$ cat src/rtl/fir_pkg.sv
// rtl/fir_pkg.sv - shared types, derived sizing and output formatting for the FIR engine
package fir_pkg;

  typedef enum logic [1:0] {
    ST_IDLE  = 2'd0,
    ST_RUN   = 2'd1,
    ST_DRAIN = 2'd2
  } state_t;

  // Width of the formatting datapath; must exceed any accumulator width in use.
  localparam int MATH_W = 64;

  localparam int DEF_DATA_W = 16;
  localparam int DEF_TAPS   = 16;
  localparam int DEF_LANES  = 4;

  function automatic int calc_passes(input int taps, input int lanes);
    return taps / lanes;
  endfunction

  function automatic int calc_acc_w(input int data_w, input int taps);
    return 2 * data_w + $clog2(taps);
  endfunction

  localparam int DEF_P     = calc_passes(DEF_TAPS, DEF_LANES);
  localparam int DEF_ACC_W = calc_acc_w(DEF_DATA_W, DEF_TAPS);

  typedef struct packed {
    logic [MATH_W-1:0] data;
    logic              sat;
  } rs_t;

  // acc must arrive sign- or zero-extended to MATH_W to match sgn.
  function automatic rs_t round_sat(input logic [MATH_W-1:0] acc, input int shift,
                                    input int dw, input logic sgn);
    logic signed [MATH_W-1:0] v;
    logic signed [MATH_W-1:0] one;
    logic signed [MATH_W-1:0] hi;
    logic signed [MATH_W-1:0] lo;
    rs_t r;
    one = MATH_W'(1);
    v   = $signed(acc);
    if (shift > 0) begin
      v = v + (one <<< (shift - 1));
    end
    v = v >>> shift;
    if (sgn) begin
      hi = (one <<< (dw - 1)) - one;
      lo = -(one <<< (dw - 1));
    end else begin
      hi = (one <<< dw) - one;
      lo = '0;
    end
    r.sat  = 1'b0;
    r.data = v;
    if (v > hi) begin
      r.data = hi;
      r.sat  = 1'b1;
    end else if (v < lo) begin
      r.data = lo;
      r.sat  = 1'b1;
    end
    return r;
  endfunction

endpackage

$ cat src/rtl/tap_shift_reg.sv
// rtl/tap_shift_reg.sv - serially loaded tap register, entry 0 takes the newest word
module tap_shift_reg #(
  parameter int DEPTH = 16,
  parameter int WIDTH = 16
) (
  input  logic             clk,
  input  logic             rstb,
  input  logic             we,
  input  logic [WIDTH-1:0] din,
  output logic [WIDTH-1:0] q [DEPTH]
);

  always_ff @(posedge clk or negedge rstb) begin
    if (!rstb) begin
      for (int k = 0; k < DEPTH; k++) begin
        q[k] <= '0;
      end
    end else if (we) begin
      q[0] <= din;
      for (int k = 1; k < DEPTH; k++) begin
        q[k] <= q[k-1];
      end
    end
  end

endmodule

$ cat src/rtl/fir_mac_param.sv
// rtl/fir_mac_param.sv - time-multiplexed FIR: LANES multipliers over TAPS/LANES passes
module fir_mac_param
  import fir_pkg::*;
#(
  parameter int DATA_W    = 16,
  parameter int TAPS      = 16,
  parameter int LANES     = 4,
  parameter bit SIGNED    = 1'b1,
  parameter int OUT_SHIFT = 0,
  parameter int ACC_W     = calc_acc_w(DATA_W, TAPS)
) (
  input  logic              clk,
  input  logic              rstb,
  input  logic              coef_we,
  input  logic [DATA_W-1:0] coef_in,
  input  logic              samp_we,
  input  logic [DATA_W-1:0] samp_in,
  input  logic              start,
  output logic              busy,
  output logic              out_valid,
  output logic [DATA_W-1:0] out_data,
  output logic              sat
);

  localparam int P      = calc_passes(TAPS, LANES);
  localparam int G_W    = (P > 1) ? $clog2(P) : 1;
  localparam int PROD_W = 2 * DATA_W;
  localparam int EXT_W  = ACC_W - PROD_W;

  logic [DATA_W-1:0] coef [TAPS];
  logic [DATA_W-1:0] samp [TAPS];

  state_t          state;
  state_t          state_nx;
  logic [G_W-1:0]  grp;
  logic            drain_cnt;
  logic            accept;
  logic            issue;
  logic            last_grp;

  logic [DATA_W-1:0] lane_d [LANES];
  logic [DATA_W-1:0] lane_w [LANES];

  logic [PROD_W-1:0] prod [LANES];
  logic              s1_valid, s1_first, s1_last;
  logic [ACC_W-1:0]  sum;
  logic              s2_valid, s2_first, s2_last;
  logic [ACC_W-1:0]  acc;
  logic              acc_done;

  rs_t  fmt;
  logic unused_fmt_hi;

  // Writes landing while a convolution is in flight are dropped, never deferred.
  tap_shift_reg #(.DEPTH(TAPS), .WIDTH(DATA_W)) u_coef (
    .clk  (clk),
    .rstb (rstb),
    .we   (coef_we & ~busy),
    .din  (coef_in),
    .q    (coef)
  );

  tap_shift_reg #(.DEPTH(TAPS), .WIDTH(DATA_W)) u_samp (
    .clk  (clk),
    .rstb (rstb),
    .we   (samp_we & ~busy),
    .din  (samp_in),
    .q    (samp)
  );

  assign accept   = start && (state == ST_IDLE);
  assign last_grp = (grp == G_W'(P - 1));

  always_ff @(posedge clk or negedge rstb) begin
    if (!rstb) begin
      state <= ST_IDLE;
    end else begin
      state <= state_nx;
    end
  end

  always_comb begin
    state_nx = state;
    unique case (state)
      ST_IDLE:  if (start)     state_nx = ST_RUN;
      ST_RUN:   if (last_grp)  state_nx = ST_DRAIN;
      ST_DRAIN: if (drain_cnt) state_nx = ST_IDLE;
      default:                 state_nx = ST_IDLE;
    endcase
  end

  always_comb begin
    busy  = (state != ST_IDLE);
    issue = (state == ST_RUN);
  end

  always_ff @(posedge clk or negedge rstb) begin
    if (!rstb) begin
      grp       <= '0;
      drain_cnt <= 1'b0;
    end else begin
      if (accept) begin
        grp <= '0;
      end else if (issue) begin
        grp <= grp + 1'b1;
      end
      drain_cnt <= (state == ST_DRAIN) ? ~drain_cnt : 1'b0;
    end
  end

  always_comb begin
    for (int i = 0; i < LANES; i++) begin
      lane_d[i] = '0;
      lane_w[i] = '0;
      for (int gg = 0; gg < P; gg++) begin
        if (grp == G_W'(gg)) begin
          lane_d[i] = samp[gg*LANES+i];
          lane_w[i] = coef[gg*LANES+i];
        end
      end
    end
  end

  // Operands are pre-extended so the low PROD_W bits of the product are exact in either mode.
  function automatic logic [PROD_W-1:0] mul(input logic [DATA_W-1:0] a, input logic [DATA_W-1:0] b);
    logic [PROD_W-1:0] xa;
    logic [PROD_W-1:0] xb;
    xa = {{DATA_W{a[DATA_W-1] & SIGNED}}, a};
    xb = {{DATA_W{b[DATA_W-1] & SIGNED}}, b};
    return xa * xb;
  endfunction

  function automatic logic [ACC_W-1:0] tree_sum(input logic [PROD_W-1:0] p [LANES]);
    logic [ACC_W-1:0] node [2*LANES-1];
    for (int i = 0; i < LANES; i++) begin
      node[LANES-1+i] = {{EXT_W{p[i][PROD_W-1] & SIGNED}}, p[i]};
    end
    for (int n = LANES - 2; n >= 0; n--) begin
      node[n] = node[2*n+1] + node[2*n+2];
    end
    return node[0];
  endfunction

  always_ff @(posedge clk or negedge rstb) begin
    if (!rstb) begin
      s1_valid <= 1'b0;
      s1_first <= 1'b0;
      s1_last  <= 1'b0;
      for (int i = 0; i < LANES; i++) begin
        prod[i] <= '0;
      end
    end else begin
      s1_valid <= issue;
      s1_first <= issue && (grp == '0);
      s1_last  <= issue && last_grp;
      for (int i = 0; i < LANES; i++) begin
        prod[i] <= mul(lane_d[i], lane_w[i]);
      end
    end
  end

  always_ff @(posedge clk or negedge rstb) begin
    if (!rstb) begin
      s2_valid <= 1'b0;
      s2_first <= 1'b0;
      s2_last  <= 1'b0;
      sum      <= '0;
    end else begin
      s2_valid <= s1_valid;
      s2_first <= s1_first;
      s2_last  <= s1_last;
      sum      <= tree_sum(prod);
    end
  end

  always_ff @(posedge clk or negedge rstb) begin
    if (!rstb) begin
      acc      <= '0;
      acc_done <= 1'b0;
    end else begin
      if (s2_valid) begin
        acc <= s2_first ? sum : acc + sum;
      end
      acc_done <= s2_valid && s2_last;
    end
  end

  assign fmt = round_sat({{(MATH_W-ACC_W){acc[ACC_W-1] & SIGNED}}, acc}, OUT_SHIFT, DATA_W, SIGNED);
  // Above DATA_W the clipped value is only sign extension.
  assign unused_fmt_hi = ^fmt.data[MATH_W-1:DATA_W];

  always_ff @(posedge clk or negedge rstb) begin
    if (!rstb) begin
      out_valid <= 1'b0;
      out_data  <= '0;
      sat       <= 1'b0;
    end else begin
      out_valid <= acc_done;
      if (acc_done) begin
        out_data <= fmt.data[DATA_W-1:0];
        sat      <= fmt.sat;
      end
    end
  end

endmodule

$ cat config.mk
export PLATFORM = sky130hd
export DESIGN_NAME = fir_mac_param
export DESIGN_NICKNAME = d
export VERILOG_FILES = /design/src/rtl/fir_pkg.sv /design/src/rtl/tap_shift_reg.sv /design/src/rtl/fir_mac_param.sv
export SDC_FILE = /design/constraint.sdc
export NUM_CORES = 2
export LEC_CHECK = 0
export CAP_MARGIN = 20
export CORE_ASPECT_RATIO = 0.7
export CORE_MARGIN = 2
export CORE_UTILIZATION = 37
export CTS_CLUSTER_SIZE = 16
export DETAILED_ROUTE_END_ITERATION = 6
export GPL_ROUTABILITY_DRIVEN = 0
export PLACE_DENSITY = 0.49
export SYNTH_ARGS = -nofsm -noshare
export SYNTH_HDL_FRONTEND = slang
export SYNTH_SLANG_ARGS = --single-unit
$ cat constraint.sdc
create_clock -name clk -period 10.5 [get_ports clk]
set_input_delay 1.05 -clock clk [delete_from_list [all_inputs] [get_ports clk]]
set_output_delay 1.05 -clock clk [all_outputs]
set_load 0.05 [all_outputs]
==> flow_summary.json <==
{
  "run_status": "finished clean",
  "core_area_sq_um": 196000,
  "slew_headroom_pct": 16.0,
  "grt_first_pass_wirelength_mm": 345,
  "drtIter0Drc": 3957,
  "drc": 0,
  "synthTopCellsByArea": "fa_1, dfrtp_1, mux2_2",
  "syn_to_final_growth_pct": 9.81,
  "top_layer_used": "met5",
  "cts-buffers-inserted": 82,
  "wl_per_cell_um": 22.3,
  "r2r_start": "grp[1]",
  "critPathLaunchType": "flip-flop",
  "hp-class": "input port to async pin",
  "drt-total-wl_mm": 223,
  "rsz0062_at_grt": "no",
  "cts_tree": "yes",
  "syn_area_sq_um": 72700,
  "clock_sinks": 740,
  "cp_slowest_cell": "a21oi_1",
  "crit_top_cell": "fa_1",
  "cp_max_fo": 82,
  "cts_setup_buffers": 0,
  "synth_edf_count": 0,
  "die_y_um": 375,
  "ys_types": 75,
  "tns_ps": 0,
  "grtUsageTotal_pct": 23.0,
  "viasPerCell": 5.17,
  "critPathKind": "flip-flop to flip-flop",
  "io_pins": 56,
  "synthTopCellsByCount": "inv_1, fa_1, nor2_1",
  "synth_top_area_share_pct": 30.7,
  "dpl.hpwl_mm": 181,
  "synth_seq_area_share_pct": 25.5,
  "yosys.area.top_type": "fa_1",
  "placed_cell_area_sq_um": 76900,
  "clock-root-buffer": "clkbuf_16",
  "worstMarginPinSlew_ps": 1250,
  "critical_path_required_ps": 11120,
  "clk_path_buf_depth": 3,
  "syn_nets": 8843,
  "clk_pin_slew_ps": 60,
  "die_area_sq_um": 200000,
  "vias": 51800,
  "startpoint": "grp[1]",
  "yosys_warnings": 0,
  "async_reset_ff_share_pct": 100,
  "slowest_delay_ps": 870,
  "start_util_pct": 37.1,
  "cts_resized": 0,
  "grt_pass1_vias": 54200,
  "postCtsHoldBufs": 0,
  "finalMaxSlewViolations": 0,
  "cp-end-kind": "flip-flop",
  "grt_max_degree": 188,
  "fmax_mhz": 105,
  "critPathBufInv": 6,
  "drive_gt1_share_pct": 12.0,
  "drtPass1Iterations": 5,
  "cp_top_family": "adder cells",
  "post-route-min-period_ps": 9520,
  "port_buffers": 55,
  "drv_cap": 0,
  "setup_violations": 0,
  "drt-met1-wl_mm": 107,
  "die_w_um": 534,
  "insertion_delay_ps": 730,
  "syn_area_per_cell_sq_um": 9.97,
  "arrival_ps": 10140,
  "synth_cells": 7292,
  "yosys.cell_count.top_type": "inv_1",
  "synth_ff_type": "dfrtp_1",
  "rows": 136,
  "antenna_found_initial": 24,
  "fin_crit_sh_pct": 90.6,
  "hold_viol": 0,
  "gr-total-overflow": 0,
  "nets": 8863,
  "ant_nets": 0,
  "cts_htree_levels": 3,
  "ys_seq_elements": 740,
  "clock_skew_ps": 95.1,
  "wl_met3_mm": 20.3,
  "final_area_sq_um": 79900,
  "wl_met2_mm": 90.4
}
==> cells in the final DEF (no fill, tap or decap), types with 18 or more instances in the layout <==
cell	Yosys	layout
a211oi_1	19	19
a21o_1	167	167
a21oi_1	497	491
a22oi_1	52	52
and3_1	21	21
buf_4	0	152
clkbuf_16	0	82
clkdlybuf4s50_1	0	54
clkinv_2	0	19
dfrtp_1	740	738
fa_1	1114	1114
ha_1	400	396
inv_1	1219	1219
mux2_2	517	517
nand2_1	572	572
nand2b_1	66	66
nand3_1	32	32
nand4_1	20	20
nor2_1	982	980
nor2b_1	19	18
nor3_1	30	30
o211ai_1	22	22
o21a_1	25	25
o21ai_0	80	78
o21bai_1	28	28
or2_2	29	29
xnor2_1	153	153
xor2_1	47	47
==> area by class of cell <==
class	instances	area [sq um]
Fill cell	19400	116000
Inverter	1220	4580
Multi-Input combinational cell	5050	48700
Clock inverter	42	539
Sequential cell	740	18500
Antenna cell	4	10.0
Timing Repair Buffer	218	1940
Tap cell	2622	3280
Clock buffer	108	2320
==> sequential cells by signal, indices dropped and copies added, names as in the netlist, 2 cells and up <==
name      cells
out_data     16
u_coef.q    256
u_samp.q    256
state         2
grp           2
sum          34
acc          36
prod        128
==> logic make-up after synthesis <==
kind of cell / count (synthesis) / share of synthesized area (%)
muxes: 530 / 8.18
buffers and inverters: 1502 / 7.76
xor gates and xnor gates: 200 / 2.41
DFF: 740 / 25.5
adders and majority gates: 1514 / 37.5
and+or+nand+nor: 1815 / 10.2
AOI/OAI and AO/OA: 991 / 8.44
==> metal layers <==
metal  vias up  global-route usage [%]
li1      23000                       -
met1     26900                    34.8
met2      1562                    32.4
met3       216                    6.24
met4        18                    5.02
met5         -                       0
==> through the flow <==
step           instances  util (%)  hold slack (ps)  setup WS [ps]
2_1_floorplan       7292         -              331           2610
3_3_place_gp        9835      39.2              398           1280
3_5_place_dp        9838      39.2              409           1160
4_1_cts             9988      40.7              344           1150
5_1_grt            10000      40.8              349            478
6_report           10000      40.8              326            985
==> path summary, 6_finish.rpt <==
kind	slack (ps)	cells after the start	endpoint
setup / recovery	980	30	prod[31]
hold / removal	330	1	prod[0]
setup reg to reg	980	30	prod[31]
hold reg to reg	410	1	drain_cnt
max in group asynchronous	8120	3	u_samp.q[46]
min in group clk	410	1	drain_cnt
Power is not shown: default switching activity piles up to over one toggle a cycle in this logic, so the estimate is an artifact.
